==> config.mk <==
export PLATFORM = sky130hd
export DESIGN_NAME = if_stage
export DESIGN_NICKNAME = d
export VERILOG_FILES = /design/src/rtl/if_stage.sv
export SDC_FILE = /design/constraint.sdc
export NUM_CORES = 1
export LEC_CHECK = 0
export BUFFER_PORTS_ARGS = -buffer_cell sky130_fd_sc_hd__buf_2
export CORE_MARGIN = 4
export CORE_UTILIZATION = 50
export CTS_CLUSTER_SIZE = 30
export DETAILED_ROUTE_END_ITERATION = 6
export GPL_ROUTABILITY_DRIVEN = 0
export HOLD_SLACK_MARGIN = 0.05
export PLACE_DENSITY = 0.78
export SYNTH_ARGS = -nofsm -noshare
export SYNTH_HDL_FRONTEND = slang
export SYNTH_SLANG_ARGS = --single-unit
==> constraint.sdc <==
create_clock -name clk -period 2.2 [get_ports clk]
set_input_delay 0.11 -clock clk [delete_from_list [all_inputs] [get_ports clk]]
set_output_delay 0.11 -clock clk [all_outputs]
set_load 0.02 [all_outputs]
==> src/rtl/if_stage.sv <==
// Instruction-fetch stage: PC register, IF/ID pipeline register and BOOT/RUN/REDIRECT fetch FSM.
// Optional macro FETCH_FLUSH_EN squashes the IF/ID slot and raises flush requests on a taken branch.
module if_stage (
   input  logic        clk,
   input  logic        rst_n,
   input  logic        stall,
   input  logic        mem_branch,
   input  logic [31:0] mem_pc,
   input  logic [31:0] if_inst,
   output logic [31:0] if_pc,
   output logic [31:0] id_pc,
   output logic [31:0] id_inst,
   output logic        id_valid,
   output logic        flush_id_ex,
   output logic        flush_ex_mem,
   output logic [3:0]  ID_ins_type,
   output logic [3:0]  ID_ins_number
);

   localparam int unsigned XLEN  = 32;
   localparam int unsigned TAG_W = 4;

   typedef enum logic [1:0] {
      ST_BOOT     = 2'd0,
      ST_RUN      = 2'd1,
      ST_REDIRECT = 2'd2
   } state_t;

   state_t            state_q, state_d;
   logic [XLEN-1:0]   pc_q, pc_d;
   logic [XLEN-1:0]   id_pc_q, id_pc_d;
   logic [XLEN-1:0]   id_inst_q, id_inst_d;
   logic              id_valid_q, id_valid_d;
   logic [TAG_W-1:0]  type_q, type_d;
   logic [TAG_W-1:0]  num_q, num_d;
   logic [TAG_W-1:0]  seq_q, seq_d;
   logic              load_c;

   // Class code of an instruction word, derived from its opcode field.
   function automatic logic [TAG_W-1:0] ins_class(input logic [XLEN-1:0] inst);
      logic [5:0] op;
      op = inst[31:26];
      if (inst == '0)               return TAG_W'(0);
      else if (op == 6'h00)         return TAG_W'(1);
      else if (op == 6'h23)         return TAG_W'(2);
      else if (op == 6'h2B)         return TAG_W'(3);
      else if (op == 6'h04)         return TAG_W'(4);
      else if (op == 6'h05)         return TAG_W'(5);
      else if (op[5:3] == 3'b001)   return TAG_W'(6);
      else if (op == 6'h02)         return TAG_W'(7);
      else                          return TAG_W'(15);
   endfunction

   always_ff @(posedge clk) begin
      if (!rst_n) begin
         state_q    <= ST_BOOT;
         pc_q       <= '0;
         id_pc_q    <= '0;
         id_inst_q  <= '0;
         id_valid_q <= 1'b0;
         type_q     <= '0;
         num_q      <= '0;
         seq_q      <= '0;
      end else begin
         state_q    <= state_d;
         pc_q       <= pc_d;
         id_pc_q    <= id_pc_d;
         id_inst_q  <= id_inst_d;
         id_valid_q <= id_valid_d;
         type_q     <= type_d;
         num_q      <= num_d;
         seq_q      <= seq_d;
      end
   end

   always_comb begin
      state_d    = state_q;
      pc_d       = pc_q;
      id_pc_d    = id_pc_q;
      id_inst_d  = id_inst_q;
      id_valid_d = id_valid_q;
      type_d     = type_q;
      num_d      = num_q;
      seq_d      = seq_q;
      load_c     = 1'b0;

      case (state_q)
         ST_BOOT: begin
            state_d = ST_RUN;
         end
         default: begin
            state_d = ST_RUN;
            // A resolved branch outranks a hazard stall.
            if (mem_branch) begin
               state_d = ST_REDIRECT;
               pc_d    = mem_pc & 32'hFFFF_FFFC;
`ifdef FETCH_FLUSH_EN
               id_inst_d  = '0;
               id_valid_d = 1'b0;
               type_d     = '0;
`else
               load_c     = 1'b1;
`endif
            end else if (!stall) begin
               pc_d   = pc_q + XLEN'(4);
               load_c = 1'b1;
            end
         end
      endcase

      if (load_c) begin
         id_pc_d    = pc_q + XLEN'(4);
         id_inst_d  = if_inst;
         id_valid_d = 1'b1;
         type_d     = ins_class(if_inst);
         num_d      = seq_q;
         seq_d      = seq_q + TAG_W'(1);
      end
   end

   assign if_pc         = pc_q;
   assign id_pc         = id_pc_q;
   assign id_inst       = id_inst_q;
   assign id_valid      = id_valid_q;
   assign ID_ins_type   = type_q;
   assign ID_ins_number = num_q;

`ifdef FETCH_FLUSH_EN
   assign flush_id_ex  = mem_branch & rst_n;
   assign flush_ex_mem = mem_branch & rst_n;
`else
   assign flush_id_ex  = 1'b0;
   assign flush_ex_mem = 1'b0;
`endif

endmodule
# Yosys cells after proc, flatten, opt, wreduce, memory -nomap -nowiden
# Cells that the tools add are included.
dict set report op_classes {
  n_lt_le_gt_ge 0
  bitwise_logic 2
  n_mul 0
  n_shift 0
  n_mux 15
  add_sub_neg 2
  div 0
  eq_ne 7
  reduce_logical 5
}
# operator n
set ops {}
lappend ops {{32-bit two-way mux} 2}
lappend ops {{32-bit by 3-bit adder with 32-bit output, second input constant} 1}
lappend ops {{32-bit zero test} 1}
lappend ops {{4-bit two-way mux} 8}
lappend ops {{6-bit by 3-bit equality test with 1-bit output, second input constant} 2}
lappend ops {{6-bit equality test, second input constant} 2}
lappend ops {{6-bit by 2-bit equality test with 1-bit output, second input constant} 1}
lappend ops {{6-bit zero test} 1}
lappend ops {{4-bit by 1-bit adder with 4-bit output, second input constant} 1}
lappend ops {{1-bit two-way mux} 4}
lappend ops {{3-bit by 1-bit equality test with 1-bit output, second input constant} 1}
lappend ops {{2-bit zero test} 1}
lappend ops {{2-bit two-way mux} 1}
lappend ops {{2-bit by 1-bit != test with 1-bit output, second input constant} 1}
lappend ops {{1-bit inverter} 2}
lappend ops {{2-bit AND reduction} 1}
lappend ops {{2-bit OR reduction} 1}
dict set report totals {
  word_cells 40
  in_bits 68
  latch_bits 0
  reg_bits 111
  rom_bits 0
  n_memories 0
  out_inout_bits 107
  mem_bits_rw 0
}

# Depth between registers and ports, before layout
dict set report depth {
  word_depth 9
  depth_mapped 7
  mapped_depth_nobuf 5
}

# Worst setup path before layout
# OpenSTA, ideal clock, no wires.
dict set report synth_timing {
  kind {reg2reg}
  startpoint {reg pc_q[2] (netlist: if_pc[2])}
  endpoint {reg pc_q[26] (netlist: if_pc[26])}
  t_required_ps 2056
  period_less_slack_ps 2205
  path_slack_ps -5
  setup_ps 144
  arrival_ps 2062
  stages_incl_launch_ff 8
  cell_sequence {dfxtp_1 ha_1 nand3_1 or4_1 clkbuf_2 buf_2 o311ai_0 o221ai_1}
}
dict set report synth_via {
  elab_chain_cells 3
}
# element line_no
set synth_rtl {}
lappend synth_rtl {{start: declaration} 30} ;# logic [XLEN-1:0] pc_q, pc_d;
lappend synth_rtl {{start signal: assignment} 66} ;# pc_q <= pc_d;
lappend synth_rtl {{32-bit by 3-bit adder with 32-bit output} 105} ;# pc_d = pc_q + XLEN'(4);
lappend synth_rtl {{32-bit two-way mux} 104} ;# end else if (!stall) begin
lappend synth_rtl {{32-bit two-way mux} 94} ;# if (mem_branch) begin
# Every way passes these cells. The select of a mux whose other input is x is not followed.
# A chain may end at the register's enable or synchronous reset.

# Worst setup path after layout
dict set report layout_timing {
  startpoint {reg pc_q[3] (netlist: if_pc[3])}
  endpoint {reg id_pc_q[28] (netlist: id_pc[28])}
}
dict set report layout_via {
  elab_chain_cells 1
}
# element line_no
set layout_rtl {}
lappend layout_rtl {{32-bit by 3-bit adder with 32-bit output} 112} ;# id_pc_d = pc_q + XLEN'(4);
lappend layout_rtl {{end signal: assignment} 67} ;# id_pc_q <= id_pc_d;
lappend layout_rtl {{end: declaration} 31} ;# logic [XLEN-1:0] id_pc_q, id_pc_d;
# Every way passes these cells.

==> metrics.txt <==
endpoint class of the critical path register; CTS Buf Count 9; asr flop ratio synth 0; Top FF cell, synth dfxtp_1; RSZ-0062 raised after global routing no; clock-pin slew on the worst setup and hold paths 110 ps; Slew Limit Fails 0; Post-synth EDFFs 0; CP max stage delay 490 ps; Clock Path Buffers 2; post-synth top area cell dfxtp_1; Netlist Area Pre-Place 5320 um^2; Synth area leaders dfxtp_1 (40%), nand2_1 (8.3%), a21oi_1 (6.2%); total congestion overflow 0; total wire length 17.8 mm; non-filler instance count after layout 1,016; net switching power figure 0.00152 W; initial antenna violation count 0; core area 10,300 um^2; register area share after synthesis 0.402; Setup Skew 20.5 ps; Placed Area around 6400 um^2; Via density 5.97; Yosys top cell area share 0.402; initial DRC count 482; Largest delay share family, worst path simple AND/OR/NAND/NOR gates; top-count cell post-synth nand2_1; Starting Density 0.516; sequential share of power 0.494; Switching Fraction 0.342; Die Wd ~110 um; Layout area overhead 30.6%; total number of yosys warnings 0; pwr/cell area 639 nW/um^2; DP HPWL ~12 mm; clock power share 0.271; TritonCTS clock tree built; cell count after synthesis 681; via count 6,066; Fillers 827; number of diodes 0; combinational power share 0.236; crit start category register; antenna viol nets, final 0; CP Max Fanout 18; crit path cell chain ha_2 -> nand3_1 -> or4_1 -> buf_4 -> or4_1 -> a31oi_1; H-tree Lvls 3; area of the multi-input gates 2870 um^2; Slew HR 0.610; maximum clock rate 463 MHz; vias in the first global route 5,928; Final Cell Area between 6000 and 7000 um^2; largest net degree at the start of global routing between 50 and 60; Wirelength per Cell 17.5 um; top cells by count, synth nand2_1 (117), dfxtp_1 (107), a21oi_1 (66), clkbuf_1 (47), nor2_1 (41); max cap viols 0; CP arrival 2460 ps; minimum clock period 2160 ps; maximum vdd drop about 0.00036 V; FP Rows 37; average size of a mapped cell just under 8 um^2; final-stage net count 945; worst-margin pin slew 584 ps; DIE AREA 12,400 um^2; Final Hold Viols 0; status finished, final reports clean; kind of critical path register to register; DP Cell Count 963; Total Power approximately 0.0044 W; P_int 0.00292 W; Pre-Repair DR Iteration Count 5; # Post-CTS Setup Buffers 0; Cell variety after synth 67; clk sinks between 100 and 150; Total Routing Usage GR 0.282; Data required, critical path 2500 ps; DRC errors left 0; die height 111 um; period utilization 0.982; Leak 2.87 nW; CTS root buf clkbuf_8; Buf/Inv on CP 1; final core occ 0.673; Finish-stage setup viols 0; Yosys reg bits roughly 110; first-pass GRT wire length 29.1 mm; Critical-path top delay cell or4_1; share of cells above drive strength 1 0.275; Port Buffers 166; CP dominant cell by count or4_1; clk_lat worst skew between 300 and 400 ps; I/O pins ~180; worst hold path type input port to register; Reg area 2150 um^2
## stage by stage
step,TNS (ps),setup WS [ps],hold slack (ps)
after floorplan,0,26.3,246
after global placement,0,37.3,362
after detailed placement,-115,-45.4,372
after CTS,0,27.4,55.2
after global routing,0,11.8,61.7
final,0,40.6,72.0
## worst reg2reg max path: cells and delay by family, from the launching register on
family,cells,cell delay [ps]
flip-flops,1,410
AO/OA/AOI/OAI,1,190
AND/OR/NAND/NOR,3,1060
buffers and inverters,1,210
adder cells (fa/ha/maj),1,240
## per-layer routing
metal	up-vias	global-route usage	wire (um)
met5	-	0	0
met4	0	0.127	624
met3	69	0.0759	1610
met2	320	0.473	8520
met1	2814	0.336	7000
li1	2863	-	-
## state kept, by name, summed over array words and instances (netlist names)
name / cells
ID_ins_number: 4
id_inst: 32
id_valid: 1
ID_ins_type: 4
state_q: 2
seq_q: 4
if_pc: 30
id_pc: 30
## cell usage in the layout (no fill, tap or decap), types with 8 or more instances in the layout
master	count
nand4_1	13
a211oi_1	9
nor2_1	40
dfxtp_1	105
dlygate4sd3_1	37
nor4_1	19
buf_4	37
o31ai_1	9
xnor2_1	11
nand2_1	116
a311oi_1	8
or4_1	8
o21ai_0	40
and3_1	12
a21oi_1	66
or3_1	8
buf_2	166
a31oi_1	20
nor3_1	18
clkbuf_8	9
nand3_1	17
## cell families after synthesis
logic type      after synthesis  synth area share
mux                           3           0.00588
fa+ha+maj                     2           0.00470
xor+xnor                     15            0.0247
other cells                   1          0.000705
buf+inv                      73            0.0644
simple gates                284             0.268
compound gates              196             0.230
flops                       107             0.402
## timing repair
action	in CTS	in global routing
endpoints found under the setup margin	5	4
hold buffers	37	0
hold endpoints to repair	37	0
cloned	0	0
gates resized for setup	2	2
## cell type report
class	count	area share
multi-input combinational	506	0.413
tap	136	0.0245
inverter	8	0.00432
sequential	107	0.309
clock inverter	7	0.00972
timing repair buffer	243	0.221
clock buffer	9	0.0178
## power groups by stage
stage                     Combinational, W  Clock, W  Sequential [W]
after global routing               0.00114   0.00130         0.00221
final                              0.00105   0.00120         0.00219
after detailed placement          0.000978         0         0.00223
after floorplan                   0.000432         0         0.00240
after global placement            0.000957         0         0.00223
after CTS                          0.00103   0.00122         0.00219
## final timing paths
path	from	slack, ps	endpoint	cells after the start
setup / recovery	if_pc[3]	40	id_pc[28]	6
hold reg to reg	id_pc[3]	460	id_pc[3]	2
setup reg to reg	if_pc[3]	40	id_pc[28]	6
hold / removal	mem_pc[14]	70	if_pc[14]	3
(Power assumes the default switching activity.)
